[config.mk]
export PLATFORM = sky130hd
export DESIGN_NAME = iob_cpu_bus_bridge
export DESIGN_NICKNAME = d
export VERILOG_FILES = /design/src/rtl/iob_cpu_bus_bridge.sv
export SDC_FILE = /design/constraint.sdc
export NUM_CORES = 1
export LEC_CHECK = 0
export BUFFER_PORTS_ARGS = -buffer_cell sky130_fd_sc_hd__buf_2
export CAP_MARGIN = 20
export CORE_UTILIZATION = 35
export DETAILED_ROUTE_END_ITERATION = 8
export HOLD_SLACK_MARGIN = 0.02
export PLACE_DENSITY = 0.81
export SETUP_SLACK_MARGIN = 0.15
export SLEW_MARGIN = 10
export SYNTH_ARGS = -nofsm -noshare
export SYNTH_HDL_FRONTEND = slang
export SYNTH_SLANG_ARGS = --single-unit
[constraint.sdc]
create_clock -name clk_i -period 3.5 [get_ports clk_i]
set_input_delay 0.175 -clock clk_i [delete_from_list [all_inputs] [get_ports clk_i]]
set_output_delay 0.175 -clock clk_i [all_outputs]
set_load 0.03 [all_outputs]
[src/rtl/iob_cpu_bus_bridge.sv]
// CPU valid/ready cmd/rsp port to IOb native bus bridge.
// Tracks up to MAX_OUT outstanding transactions so that responses return in order.
module iob_cpu_bus_bridge #(
  parameter int ADDR_W     = 32,
  parameter int DATA_W     = 32,
  parameter int MAX_OUT    = 4,
  parameter int BOOT_REMAP = 1
) (
  input  logic                  clk_i,
  input  logic                  cke_i,
  input  logic                  arst_i,
  input  logic                  boot_i,
  input  logic                  cmd_valid_i,
  output logic                  cmd_ready_o,
  input  logic                  cmd_wr_i,
  input  logic [ADDR_W-1:0]     cmd_addr_i,
  input  logic [DATA_W-1:0]     cmd_data_i,
  input  logic [DATA_W/8-1:0]   cmd_mask_i,
  output logic                  rsp_valid_o,
  output logic [DATA_W-1:0]     rsp_data_o,
  output logic                  rsp_error_o,
  output logic                  iob_avalid_o,
  output logic [ADDR_W-1:0]     iob_addr_o,
  output logic [DATA_W-1:0]     iob_wdata_o,
  output logic [DATA_W/8-1:0]   iob_wstrb_o,
  input  logic                  iob_ready_i,
  input  logic                  iob_rvalid_i,
  input  logic [DATA_W-1:0]     iob_rdata_i,
  output logic                  proto_err_o
);

  localparam int CNT_W = $clog2(MAX_OUT + 1);
  localparam int PTR_W = (MAX_OUT > 1) ? $clog2(MAX_OUT) : 1;
  localparam logic [PTR_W-1:0] LAST_PTR = PTR_W'(MAX_OUT - 1);
  localparam logic [CNT_W-1:0] FULL_CNT = CNT_W'(MAX_OUT);

  logic [MAX_OUT-1:0] r_is_wr;
  logic [PTR_W-1:0]   r_wr_ptr;
  logic [PTR_W-1:0]   r_rd_ptr;
  logic [CNT_W-1:0]   r_count;
  logic               r_rsp_valid;
  logic [DATA_W-1:0]  r_rsp_data;
  logic               r_proto_err;

  logic w_full, w_empty, w_accept, w_head_wr;
  logic w_pop, w_rd_pop, w_bypass, w_push, w_proto;
  logic w_addr_msb;

  function automatic logic [PTR_W-1:0] ptr_inc(input logic [PTR_W-1:0] p);
    return (p == LAST_PTR) ? '0 : p + 1'b1;
  endfunction

  assign w_full    = (r_count == FULL_CNT);
  assign w_empty   = (r_count == '0);
  assign w_head_wr = r_is_wr[r_rd_ptr];

  assign iob_avalid_o = cmd_valid_i & ~w_full;
  assign cmd_ready_o  = iob_ready_i & ~w_full;
  assign w_accept     = cmd_valid_i & cmd_ready_o;

  assign w_addr_msb  = (BOOT_REMAP != 0) ? ~boot_i : cmd_addr_i[ADDR_W-1];
  assign iob_addr_o  = {w_addr_msb, cmd_addr_i[ADDR_W-2:0]};
  assign iob_wdata_o = cmd_data_i;
  assign iob_wstrb_o = cmd_wr_i ? cmd_mask_i : '0;

  // A write head retires on its own; a read head waits for its data.
  assign w_pop    = ~w_empty & (w_head_wr | iob_rvalid_i);
  assign w_rd_pop = ~w_empty & ~w_head_wr & iob_rvalid_i;
  // Writes into an idle bridge are acked directly without occupying a slot.
  assign w_bypass = w_accept & cmd_wr_i & w_empty;
  assign w_push   = w_accept & ~w_bypass;
  assign w_proto  = iob_rvalid_i & (w_empty | w_head_wr);

  assign rsp_valid_o = r_rsp_valid;
  assign rsp_data_o  = r_rsp_data;
  assign rsp_error_o = 1'b0;
  assign proto_err_o = r_proto_err;

  always_ff @(posedge clk_i or posedge arst_i) begin
    if (arst_i) begin
      r_is_wr     <= '0;
      r_wr_ptr    <= '0;
      r_rd_ptr    <= '0;
      r_count     <= '0;
      r_rsp_valid <= 1'b0;
      r_rsp_data  <= '0;
      r_proto_err <= 1'b0;
    end else if (cke_i) begin
      r_rsp_valid <= w_pop | w_bypass;
      if (w_rd_pop) r_rsp_data <= iob_rdata_i;
      if (w_proto) r_proto_err <= 1'b1;
      if (w_push) begin
        r_is_wr[r_wr_ptr] <= cmd_wr_i;
        r_wr_ptr          <= ptr_inc(r_wr_ptr);
      end
      if (w_pop) r_rd_ptr <= ptr_inc(r_rd_ptr);
      case ({w_push, w_pop})
        2'b10:   r_count <= r_count + 1'b1;
        2'b01:   r_count <= r_count - 1'b1;
        default: r_count <= r_count;
      endcase
    end
  end

endmodule

# Word level (Yosys, flattened, before mapping)
# Cells that the tools add are included.
# op_classes
n_reduce_logical	8
magnitude_cmp	3
bitwise	18
n_addsub	4
eq_ne	5
n_mux	9
# op_table
operator	count
$and 1x1->1	10
$reduce_and 2->1	5
$eq 2x2->1 const B	3
$lt 2x3->1 const B	2
$pmux 3 s2	1
$not 1->1	5
$add 2x1->2 const B	2
$bwmux 4	1
$mux 2	2
$mux 4	1
$add 3x1->3 const B	1
$eq 3x3->1 const B	1
$logic_not 3->1	1
$or 1x1->1	3
$sub 3x1->3 const B	1
$bmux 1 s2	1
$demux 1 s2	1
$eq 2x1->1 const B	1
$ge 2x1->1 const B	1
$mux 1	2
$reduce_bool 2->1	1
$logic_and 1x1->1	1
# word_totals
word_cells	54
output_inout_bits	105
in_bits	108
regBits	45

# Depth between registers and ports, before layout
# depth
ltp_word	11
ltp_mapped	9
mapped_depth_nobuf	9

# Worst setup path before layout
# OpenSTA, ideal clock, no wires.
# synth_path
path_type	reg2reg
startpoint	reg r_count[0]
endpoint	reg r_count[2]
n_path_buf	1
stages_incl_launch_ff	10
required_time_ns	3.421
slack_ns	1.419
setup_time_ns	0.079
arrival_time_ns	2.002
synth_period_minus_slack_ns	2.081
cell_sequence	dfrtp_1 -> or2_2 -> clkbuf_1 -> o21ai_0 -> ha_1 -> inv_1 -> fa_1 -> xor2_1 -> nor2_1 -> xor2_1
# synth_between
elab_chain_len	11
word_cells_on_any_way	18
classes_between	add/sub (2); eq/ne (3); mux (1); bitwise (9); reduce/logical (3)
# synth_lines
element	line	text
start: declaration	40	logic [CNT_W-1:0] r_count;
start signal: assignment	98	2'b10: r_count <= r_count + 1'b1;
start signal: assignment	99	2'b01: r_count <= r_count - 1'b1;
start signal: assignment	100	default: r_count <= r_count;
$eq 3x3->1	53	assign w_full = (r_count == FULL_CNT);
$not 1->1	58	assign cmd_ready_o = iob_ready_i & ~w_full;
$and 1x1->1	58	
$and 1x1->1	59	assign w_accept = cmd_valid_i & cmd_ready_o;
$and 1x1->1 (2 in series)	70	assign w_bypass = w_accept & cmd_wr_i & w_empty;
$not 1->1	71	assign w_push = w_accept & ~w_bypass;
$and 1x1->1	71	
$eq 2x1->1 or $eq 2x2->1 (tied branches)	97	case ({w_push, w_pop})
$reduce_bool 2->1 (no line)	-	
$reduce_and 2->1 (no line)	-	
# Several ways; a longest one is shown, not always the timed one.
# A chain may end at the register's enable or synchronous reset.

# Worst setup path after layout
# layout_path
startpoint	reg r_rd_ptr[0]
endpoint	reg r_rsp_data[27] (netlist: rsp_data_o[27])
# layout_between
elab_chain_len	6
# layout_lines
element	line	text
start: declaration	39	logic [PTR_W-1:0] r_rd_ptr;
start signal: assignment	96	if (w_pop) r_rd_ptr <= ptr_inc(r_rd_ptr);
$bmux 1 s2	55	assign w_head_wr = r_is_wr[r_rd_ptr];
$mux 1 (implied by the code)	55	
$not 1->1	68	assign w_rd_pop = ~w_empty & ~w_head_wr & iob_rvalid_i;
$and 1x1->1 (2 in series)	68	
$reduce_and 2->1 (no line)	-	
end signal: assignment	90	if (w_rd_pop) r_rsp_data <= iob_rdata_i;
end: declaration	42	logic [DATA_W-1:0] r_rsp_data;
# Every way passes these cells. The select of a mux whose other input is x is not followed.

==> flow_summary.yaml <==
status:
  status: "finished clean"
critical_path:
  cp_cell_sequence: "mux4_2 -> nor3_4 -> buf_4 -> mux2_2"
  slowest_delay_ns: 0.57
  endpoint: "rsp_data_o[27]"
  crit_start: "r_rd_ptr[0]"
  cp.arrival_ns: 2.40
  reg2reg_to: "rsp_data_o[27]"
  crit_required_ns: 3.68
  crit_slowest_cell: "mux4_2"
  critical_path_class: "reg2reg"
  reg2reg_depth: 4
  reg2reg_slack_ns: 1.28
  regToRegStartpoint: "r_rd_ptr[0]"
  worstSetupEndpointType: "register"
  critPathLaunchType: "register"
  critPathMaxFanout: 30
placement:
  numPortBuffers: 84
  post_dp_cell_area_um2: 2560
  globalplace.congestion: 0.740
  place_hpwl_um: 3720
  dp_worst_setup_slack_ns: 1.24
die:
  die_area_um2: 7620
  die_w_um: 87.3
  io_pins: 213
  initial_utilization_pct: 36.9
  die_h_um: 87.3
  core_um2: 6910
  rows: 30
sta:
  slew_violations: 0
  fmax_mhz: 450
  layout_min_cycle_time_ns: 2.22
  hold_violations: 0
  setup_viol: 0
  fin_ws_ns: 1.28
  tightest_slew_ns: 0.546
  finalCritPeriodShare_pct: 63.5
  maxSlewHeadroom_pct: 63.3
  rsz0062_at_grt: "no"
  tns_ns: 0
  fin_skew_ns: 0.0114
grt:
  grt_pass1_vias: 1453
  grt_overflow: 0
  grt_max_degree: 46
  grt_usage_pct: 12.5
  grt_first_pass_wirelength_um: 7330
  antenna_found_initial: 0
clock_tree:
  cts_buffer_depth: 2
  cts-buffers-inserted: 5
  path_clk_slew_ns: 0.09
  post_cts_resized: 0
  clockRootBuffer: "clkbuf_8"
  clk_latency_ns: 0.29
  cts_tree: "yes"
  cts_setup_buffers: 0
  htreeDepth: 2
  clkSinkCount: 45
synth:
  synth.avg_cell_area_um2: 11.8
  synth_edf_count: 0
  synth_ff_type: "dfrtp_1"
  synth_area_leader_cell: "dfrtp_1"
  ys_types: 31
  yosysWarnings: 0
  ys_seq_area_share_pct: 44.2
  synth_nets: 330
  syn_area_um2: 2550
  synthTopCellsByArea: "dfrtp_1 (44%), buf_4 (19%), mux2_2 (18%)"
  syn_inst: 215
  synthArstFlopShare_pct: 100
  yosysTopAreaCellShare_pct: 44.2
  ys_ff_latch: 45
power:
  powerDensity_nw_per_um2: 990
  finalPower_uw: 2660
  p_leak_uw: 0.00128
  peakVddDrop_uv: 340
finish:
  final_cell_mix: "buf_2 (84), dfrtp_1 (45), mux2_2 (40)"
  fin_area_um2: 2690
  drive_above_1_share_pct: 58.6
  area_growth_pct: 5.70
  final_common_cell: "buf_2"
  fillers: 700
  finalNetCount: 352
  finish.utilization_pct: 39.0
  n_antenna_cell: 0
job:
  cap_violations: 0
hold_path:
  worstHoldPathCells: 2
  hp-class: "in2reg"
detailed_routing:
  drc_errors: 0
  wl_per_cell_um: 14.4
  dr.first_iter.drc_count: 34
  routed_wl_um: 4780
  ant_nets: 0
  via_per_inst: 4.56
  vias: 1520
  first_pass_iters: 4
[cell families (layout without fill, tap and decap cells)]
group	after synthesis	count (layout)	share of synthesized area, %
buf+inv	80	102	22.3
flops	45	45	44.2
mux	43	43	19.5
simple gates	22	22	4.82
compound gates	14	14	4.32
fa+ha+maj	7	7	3.73
xor+xnor	3	3	1.03
other cells	1	1	0.147
[power breakdown]
part / leakage [uW] / total [uW] / internal (uW) / switching (uW)
clock network: 0.0000540 / 375 / 208 / 167
logic: 0.000697 / 1320 / 536 / 787
registers: 0.000530 / 966 / 786 / 180
total: 0.00128 / 2660 / 1530 / 1130
[worst max-delay path: cells and delay by family (launching register included)]
family,cells,cell delay (ns)
flops,1,0.46
buf+inv,1,0.40
simple gates,1,0.28
mux,2,0.95
[layer usage]
metal | up-vias | wire length [um] | GRT usage, % | share of wire [%]
li1 | 691 | - | - | -
met1 | 752 | 1880 | 15.1 | 39
met2 | 57 | 2410 | 19.3 | 50
met3 | 20 | 371 | 4.55 | 7.8
met4 | 0 | 124 | 6.86 | 2.6
met5 | - | 0 | 0 | 0
[synthesized netlist by cell type, types with 2 or more instances]
library cell  number
buf_4             65
dfrtp_1           45
mux2_2            40
inv_1              8
nor2_1             7
ha_1               6
and2_1             5
clkbuf_1           4
o2111ai_1          4
buf_6              3
a21boi_0           2
mux2_1             2
nand2_1            2
nand2b_1           2
o21ai_0            2
or2_2              2
xor2_1             2
[flip-flops by register name (all words and copies together), names as in the netlist]
| signal | count |
|---|---|
| r_rd_ptr | 2 |
| r_wr_ptr | 2 |
| r_is_wr | 4 |
| r_count | 3 |
| rsp_valid_o | 1 |
| proto_err_o | 1 |
| rsp_data_o | 32 |
[final cells by class]
type / instances / area (um^2) / share of cell area, %
clock inverter: 2 / 35.0 / 1.30
sequential: 45 / 1130 / 41.8
timing repair buffer: 87 / 458 / 17.0
clock buffer: 5 / 68.8 / 2.56
multi-input combinational: 90 / 853 / 31.7
inverter: 8 / 30.0 / 1.12
tap: 96 / 120 / 4.46
[how the worst min path moves through the flow]
| stage | from | end | slack [ns] |
|---|---|---|---|
| after global routing | iob_rdata_i[9] | rsp_data_o[9] | 0.09 |
| after global placement | cmd_addr_i[18] | iob_addr_o[18] | 0.35 |
| after detailed placement | cmd_addr_i[18] | iob_addr_o[18] | 0.35 |
| final | iob_rdata_i[31] | rsp_data_o[31] | 0.11 |
| after floorplan | iob_rdata_i[18] | rsp_data_o[18] | 0.31 |
| after CTS | iob_rdata_i[31] | rsp_data_o[31] | 0.09 |
[what timing repair did]
item / CTS / global route
hold buffers: 0 / 1
setup endpoints to repair: 0 / 0
hold endpoints to repair: 0 / 18
[metrics by stage]
stage	hold slack, ns	cells
2_1_floorplan	0.310	215
3_3_place_gp	0.350	324
3_5_place_dp	0.350	324
4_1_cts	0.0944	331
5_1_grt	0.0912	333
6_report	0.107	333
Power figures use the tool's default switching activity.
